File: config.mk
export PLATFORM = sky130hd
export DESIGN_NAME = code_loader
export DESIGN_NICKNAME = d
export VERILOG_FILES = /design/src/rtl/pisa_loader_pkg.sv /design/src/rtl/loader_timeout.sv /design/src/rtl/code_loader.sv
export SDC_FILE = /design/constraint.sdc
export NUM_CORES = 1
export LEC_CHECK = 0
export CAP_MARGIN = 20
export CORE_MARGIN = 2
export CORE_UTILIZATION = 25
export DETAILED_ROUTE_END_ITERATION = 7
export GPL_TIMING_DRIVEN = 1
export HOLD_SLACK_MARGIN = 0.06
export SLEW_MARGIN = 20
export SYNTH_ARGS = -nofsm -noshare
export SYNTH_HDL_FRONTEND = slang
export SYNTH_HIERARCHICAL = 1
export SYNTH_SLANG_ARGS = --single-unit
File: constraint.sdc
create_clock -name clk -period 2.4 [get_ports clk]
set_input_delay 0.72 -clock clk [delete_from_list [all_inputs] [get_ports clk]]
set_output_delay 0.72 -clock clk [all_outputs]
set_load 0.02 [all_outputs]
File: src/rtl/pisa_loader_pkg.sv
// Shared types and frame constants for the boot-time code loader.
// Optional checksum support is controlled by CODE_LOADER_CHECKSUM_EN.
package pisa_loader_pkg;

  typedef enum logic [2:0] {
    S_LEN_LO = 3'd0,
    S_LEN_HI = 3'd1,
    S_LOAD   = 3'd2,
    S_CSUM   = 3'd3,
    S_RUN    = 3'd4,
    S_ERROR  = 3'd5
  } loader_state_t;

  typedef enum logic [1:0] {
    ERR_NONE     = 2'd0,
    ERR_OVERSIZE = 2'd1,
    ERR_TIMEOUT  = 2'd2,
    ERR_CSUM     = 2'd3
  } loader_err_t;

  localparam int unsigned HDR_LEN  = 2;
  localparam int unsigned CSUM_LEN = 1;

  // States in which a stalled link is treated as an error.
  function automatic logic is_timed_state(input loader_state_t s);
    return (s == S_LEN_HI) || (s == S_LOAD) || (s == S_CSUM);
  endfunction

  // Total bytes on the wire for a frame carrying len payload bytes.
  function automatic int unsigned frame_bytes(input int unsigned len);
`ifdef CODE_LOADER_CHECKSUM_EN
    return HDR_LEN + len + CSUM_LEN;
`else
    return HDR_LEN + len;
`endif
  endfunction

endpackage

File: src/rtl/loader_timeout.sv
// Restartable idle-cycle down-counter: expired is high once CYCLES enabled
// cycles have passed since the last clear.
module loader_timeout #(
  parameter int unsigned CYCLES = 10_000_000
) (
  input  logic clk,
  input  logic rst,
  input  logic clear,
  input  logic enable,
  output logic expired
);

  localparam int W = (CYCLES > 1) ? $clog2(CYCLES) : 1;
  // Loading CYCLES-1 makes expired visible during the CYCLES-th idle cycle.
  localparam logic [W-1:0] RELOAD = W'(CYCLES - 1);

  logic [W-1:0] count_q, count_d;

  always_comb begin
    count_d = count_q;
    if (clear) begin
      count_d = RELOAD;
    end else if (enable && (count_q != '0)) begin
      count_d = count_q - W'(1);
    end
  end

  always_ff @(posedge clk) begin
    if (rst) begin
      count_q <= RELOAD;
    end else begin
      count_q <= count_d;
    end
  end

  assign expired = (count_q == '0);

endmodule

File: src/rtl/code_loader.sv
// Boot loader: parses LEN_LO, LEN_HI, payload [, CSUM] and writes code memory,
// holding the core in reset until an image is resident. Checksum: CODE_LOADER_CHECKSUM_EN.
module code_loader
  import pisa_loader_pkg::*;
#(
  parameter int ADDR_W         = 8,
  parameter int TIMEOUT_CYCLES = 10_000_000
) (
  input  logic              clk,
  input  logic              rst,
  input  logic              byte_valid,
  input  logic [7:0]        byte_data,
  input  logic              reload,
  output logic              mem_we,
  output logic [ADDR_W-1:0] mem_addr,
  output logic [7:0]        mem_wdata,
  output logic              core_run,
  output logic              load_error,
  output logic [1:0]        err_code
);

  localparam int unsigned DEPTH = 1 << ADDR_W;
  localparam logic [ADDR_W:0] CNT_ONE = {{ADDR_W{1'b0}}, 1'b1};
`ifdef CODE_LOADER_CHECKSUM_EN
  localparam loader_state_t POST_PAYLOAD = S_CSUM;
`else
  localparam loader_state_t POST_PAYLOAD = S_RUN;
`endif

  loader_state_t     state_q, state_d;
  loader_err_t       err_q, err_d;
  logic [7:0]        len_lo_q, len_lo_d;
  logic [ADDR_W:0]   len_q, len_d;
  logic [ADDR_W:0]   cnt_q, cnt_d;
`ifdef CODE_LOADER_CHECKSUM_EN
  logic [7:0]        sum_q, sum_d;
`endif
  logic              mem_we_q, mem_we_d;
  logic [ADDR_W-1:0] mem_addr_q, mem_addr_d;
  logic [7:0]        mem_wdata_q, mem_wdata_d;
  logic              core_run_q, core_run_d;
  logic              load_error_q, load_error_d;

  logic [15:0]       len_full;
  logic [ADDR_W:0]   cnt_inc;
  logic              timed;
  logic              tmo_clear;
  logic              tmo_expired;

  assign timed     = is_timed_state(state_q);
  assign tmo_clear = byte_valid | reload | ~timed;
  assign len_full  = {byte_data, len_lo_q};
  assign cnt_inc   = cnt_q + CNT_ONE;

  loader_timeout #(
    .CYCLES (TIMEOUT_CYCLES)
  ) u_timeout (
    .clk     (clk),
    .rst     (rst),
    .clear   (tmo_clear),
    .enable  (timed),
    .expired (tmo_expired)
  );

  always_comb begin
    state_d     = state_q;
    err_d       = err_q;
    len_lo_d    = len_lo_q;
    len_d       = len_q;
    cnt_d       = cnt_q;
`ifdef CODE_LOADER_CHECKSUM_EN
    sum_d       = sum_q;
`endif
    mem_we_d    = 1'b0;
    mem_addr_d  = mem_addr_q;
    mem_wdata_d = mem_wdata_q;

    // reload beats both a stalled link and a byte arriving in the same cycle
    if (reload) begin
      state_d = S_LEN_LO;
      err_d   = ERR_NONE;
    end else if (timed && tmo_expired) begin
      state_d = S_ERROR;
      err_d   = ERR_TIMEOUT;
    end else if (byte_valid) begin
      case (state_q)
        S_LEN_LO: begin
          len_lo_d = byte_data;
          state_d  = S_LEN_HI;
        end
        S_LEN_HI: begin
          cnt_d = '0;
`ifdef CODE_LOADER_CHECKSUM_EN
          sum_d = 8'h00;
`endif
          len_d = (ADDR_W + 1)'(len_full);
          if (32'(len_full) > DEPTH) begin
            state_d = S_ERROR;
            err_d   = ERR_OVERSIZE;
          end else if (len_full == 16'h0000) begin
            state_d = POST_PAYLOAD;
          end else begin
            state_d = S_LOAD;
          end
        end
        S_LOAD: begin
          mem_we_d    = 1'b1;
          mem_addr_d  = cnt_q[ADDR_W-1:0];
          mem_wdata_d = byte_data;
          cnt_d       = cnt_inc;
`ifdef CODE_LOADER_CHECKSUM_EN
          sum_d       = sum_q + byte_data;
`endif
          if (cnt_inc == len_q) begin
            state_d = POST_PAYLOAD;
          end
        end
`ifdef CODE_LOADER_CHECKSUM_EN
        S_CSUM: begin
          if (byte_data == sum_q) begin
            state_d = S_RUN;
          end else begin
            state_d = S_ERROR;
            err_d   = ERR_CSUM;
          end
        end
`endif
        default: ;
      endcase
    end

    core_run_d   = (state_d == S_RUN);
    load_error_d = (state_d == S_ERROR);
  end

  always_ff @(posedge clk) begin
    if (rst) begin
      state_q      <= S_LEN_LO;
      err_q        <= ERR_NONE;
      len_lo_q     <= 8'h00;
      len_q        <= '0;
      cnt_q        <= '0;
`ifdef CODE_LOADER_CHECKSUM_EN
      sum_q        <= 8'h00;
`endif
      mem_we_q     <= 1'b0;
      mem_addr_q   <= '0;
      mem_wdata_q  <= 8'h00;
      core_run_q   <= 1'b0;
      load_error_q <= 1'b0;
    end else begin
      state_q      <= state_d;
      err_q        <= err_d;
      len_lo_q     <= len_lo_d;
      len_q        <= len_d;
      cnt_q        <= cnt_d;
`ifdef CODE_LOADER_CHECKSUM_EN
      sum_q        <= sum_d;
`endif
      mem_we_q     <= mem_we_d;
      mem_addr_q   <= mem_addr_d;
      mem_wdata_q  <= mem_wdata_d;
      core_run_q   <= core_run_d;
      load_error_q <= load_error_d;
    end
  end

  assign mem_we     = mem_we_q;
  assign mem_addr   = mem_addr_q;
  assign mem_wdata  = mem_wdata_q;
  assign core_run   = core_run_q;
  assign load_error = load_error_q;
  assign err_code   = err_q;

endmodule
==> flow_summary_export.csv <==
group,metric,value,unit
outcome,status,"complete, no violations",
place,gp_congestion,0.8855,
synthesis,synth_top_area_cell,"dfxtp_1",
synthesis,synth_top_area_share,0.4274,
grt,grt_max_degree,47,
synthesis,synth_compound_area_frac,0.1592,
synthesis,synth_most_common_cell,"dfxtp_1",
finish,fillers,1419,
finish,area_delta_synth_final,32.74,%
synthesis,synth_area_leaders,"dfxtp_1 43%, nand2_1 6.4%, a21oi_1 5.5%, nor2_1 4.9%, xnor2_1 2.8%",
floorplanning,die_h,121.7,microns
clock_tree,cts_sinks,74,
grt,antenna_found_initial,0,
clock_tree,h-tree-depth,3,
timing,rsz0062_at_grt,"false",
timing,hold_violations,0,
critical_path,arrival,2.53,ns
floorplanning,die-width,121.7,microns
critical_path,required,2.61,ns
grt,grt.total_usage,0.1177,
timing,setup_viol,0,
synthesis,synth.net_count,420,
floorplanning,floorplan.initialDensity,0.2526,
synthesis,synth_top_cells_by_count,"74 x dfxtp_1, 59 x nand2_1, 45 x nor2_1",
floorplanning,io_pins,33,
finish,fin_area,4601,sq um
critical_path,crit_chain,"or4_4, or4_4, nor2_4, nor2_4, and3_4, and3_1, a21oi_1, nor2_1",
critical_path,cp_num_buf_inv,0,
clock_tree,cts_tree,"done",
detailed_routing,drc,0,
min_path,hold_path_class,"flop to flop",
timing,worst_pin_slew,0.4874,ns
synthesis,synth-warning-count,6,
detailed_routing,ant_nets,0,
place,io_buffers,32,
detailed_routing,dr.pass1.iters,5,
synthesis,syn_inst,405,
floorplanning,rows,43,
synthesis,synth.area.mux_share,0.02924,
finish,fin_util,0.3353,
clock_tree,cts_buffers,9,
grt,grt_overflow,0,
clock_tree,root_buffer,"clkbuf_16",
floorplanning,core,13720,sq um
synthesis,synth_ff_type,"dfxtp_1",
critical_path,crit_family,"simple AND/OR/NAND/NOR gates",
synthesis,yosys_register_bits,74,
grt,grt_pass1_vias,3101,
timing,slew_violations,0,
clock_tree,clk_pin_slew_worst_paths,0.06,ns
power,pwr_density_cell,608.8,nW/um^2
critical_path,startpoint_type,"flop",
critical_path,critPathMaxStageDelay,0.52,ns
clock_tree,clkLatencyLatePin,0.34,ns
timing,fin_crit_sh,0.9677,
synthesis,yosysUniqueCellTypes,58,
place,dpl_cell_area,4252,sq um
finish,diodes,0,
clock_tree,cts_max_path_buffers,2,
finish,layout-drive-gt1-share,0.1979,
synthesis,synth_fa_ha_area_frac,0.01083,
synthesis,ys_async_sr_fraction,0,
synthesis,synthSimpleGateAreaFrac,0.2787,
power,max-vdd-ir-drop,251.5,uV
synthesis,yosysSeqAreaShare,0.4274,
synthesis,syn-cell-area,3466,sq um
place,dpl.hpwl,5924,microns
floorplanning,dieArea,14820,sq um
synthesis,synth-xor-area-share,0.05776,
detailed_routing,drt_wl_total,8187,microns
job,maxCapViolations,0,
critical_path,crit_path_end_kind,"flop",
detailed_routing,wl_per_cell,12.50,microns
grt,grt_pass1_wl,14080,microns
timing,fin_crit,2.323,ns
critical_path,path_class,"flop to flop",
timing,slew_headroom,0.6751,
timing,finalClockSkew,0.007086,ns
detailed_routing,drt_iter0_drc,126,
synthesis,synth_edf_count,0,
synthesis,synth.avg_cell_area,8.558,sq um
critical_path,worstPathMaxFanout,10,
finish,final_nets,485,
critical_path,slowest_stage,"or4_4",
synthesis,synth_top_family_by_area,"simple AND/OR/NAND/NOR gates",
timing,fmax,430.6,MHz
detailed_routing,vias_per_cell,4.831,
clock_tree,cts_hold_buf,0,
detailed_routing,vias,3164,
power,power.leakage,0.001614,uW
[cells in the final DEF, fill, tap and decap left out, types with 6 or more instances in the layout]
cell type / instances
o31ai_1: 7
or3_1: 6
nand3_1: 16
mux2i_1: 9
nor3_1: 9
xor2_1: 10
clkbuf_16: 9
nand2_1: 58
xnor2_1: 11
clkdlybuf4s50_1: 31
o21ai_0: 7
nor4_1: 9
buf_4: 43
a21oi_1: 38
nor2_1: 43
dfxtp_1: 73
[sequential cells by signal, summed over array words and instances (netlist names)]
name	count
err_code	2
load_error	1
cnt_q	9
mem_we	1
mem_wdata	8
len_q	9
core_run	1
state_q	3
u_timeout/count_q	24
mem_addr	8
len_lo_q	8
[per-stage QoR]
step	std cells	setup WS [ns]	total power [uW]	TNS (ns)	hold slack, ns
2_1_floorplan	405	0.00008926	1333	0	0.4483
3_3_place_gp	638	-0.2086	1391	-1.501	0.4435
3_5_place_dp	638	-0.2745	1393	-2.218	0.4459
5_1_grt	655	0.008110	2900	0	0.4789
6_report	655	0.07741	2801	0	0.4556
4_1_cts	654	0.05537	2836	0	0.4592
[routing by layer]
layer	routed length (microns)	global-route usage
met1	3836	0.1402
met2	3939	0.2011
met3	265	0.03558
met4	146	0.04023
met5	0	0
[report_power, final]
part / internal, uW / leakage, uW / total [uW] / switching [uW]
clock: 913 / 0.000153 / 1430 / 521
sequential: 1240 / 0.000597 / 1250 / 7.71
combinational: 54.0 / 0.000864 / 121 / 67.0
total: 2200 / 0.00161 / 2800 / 596
[worst min-delay path, stage by stage (launching register included)]
cell and delay (ns):
dfxtp_1 0.30, nand2_1 0.05, a21oi_1 0.05
[cells by family (layout without fill, tap and decap cells)]
logic type	count (synthesis)	in the layout
muxes	10	10
buffers and inverters	26	96
AOI/OAI and AO/OA	82	82
xor gates and xnor gates	22	22
and+or+nand+nor	188	188
adders and majority gates	3	3
DFF	74	74
[repair_timing]
| action | 4_1_cts | 5_1_grt |
|---|---|---|
| gates resized for setup | 2 | 3 |
| pin swaps | 0 | 0 |
| setup endpoints to repair | 11 | 4 |
| setup buffers | 0 | 1 |
[final timing paths]
path,startpoint,end,slack [ns],depth (start not counted)
min reg2reg,mem_addr[0],mem_addr[0],0.46,2
min,mem_addr[0],mem_addr[0],0.46,2
max reg2reg,u_timeout/count_q[13],cnt_q[3],0.08,8
max,u_timeout/count_q[13],cnt_q[3],0.08,8
[cell type report]
| cell class | count | area [sq um] | share of cell area |
|---|---|---|---|
| clock buffer | 10 | 229.0 | 0.04977 |
| clock inverter | 6 | 90.09 | 0.01958 |
| inverter | 4 | 15.01 | 0.003264 |
| multi-input combinational | 305 | 1901 | 0.4131 |
| sequential | 74 | 1483 | 0.3223 |
| tap | 180 | 225.2 | 0.04895 |
| timing repair buffer | 76 | 658.1 | 0.1431 |
Note: power is estimated with default switching activity, not from simulation.
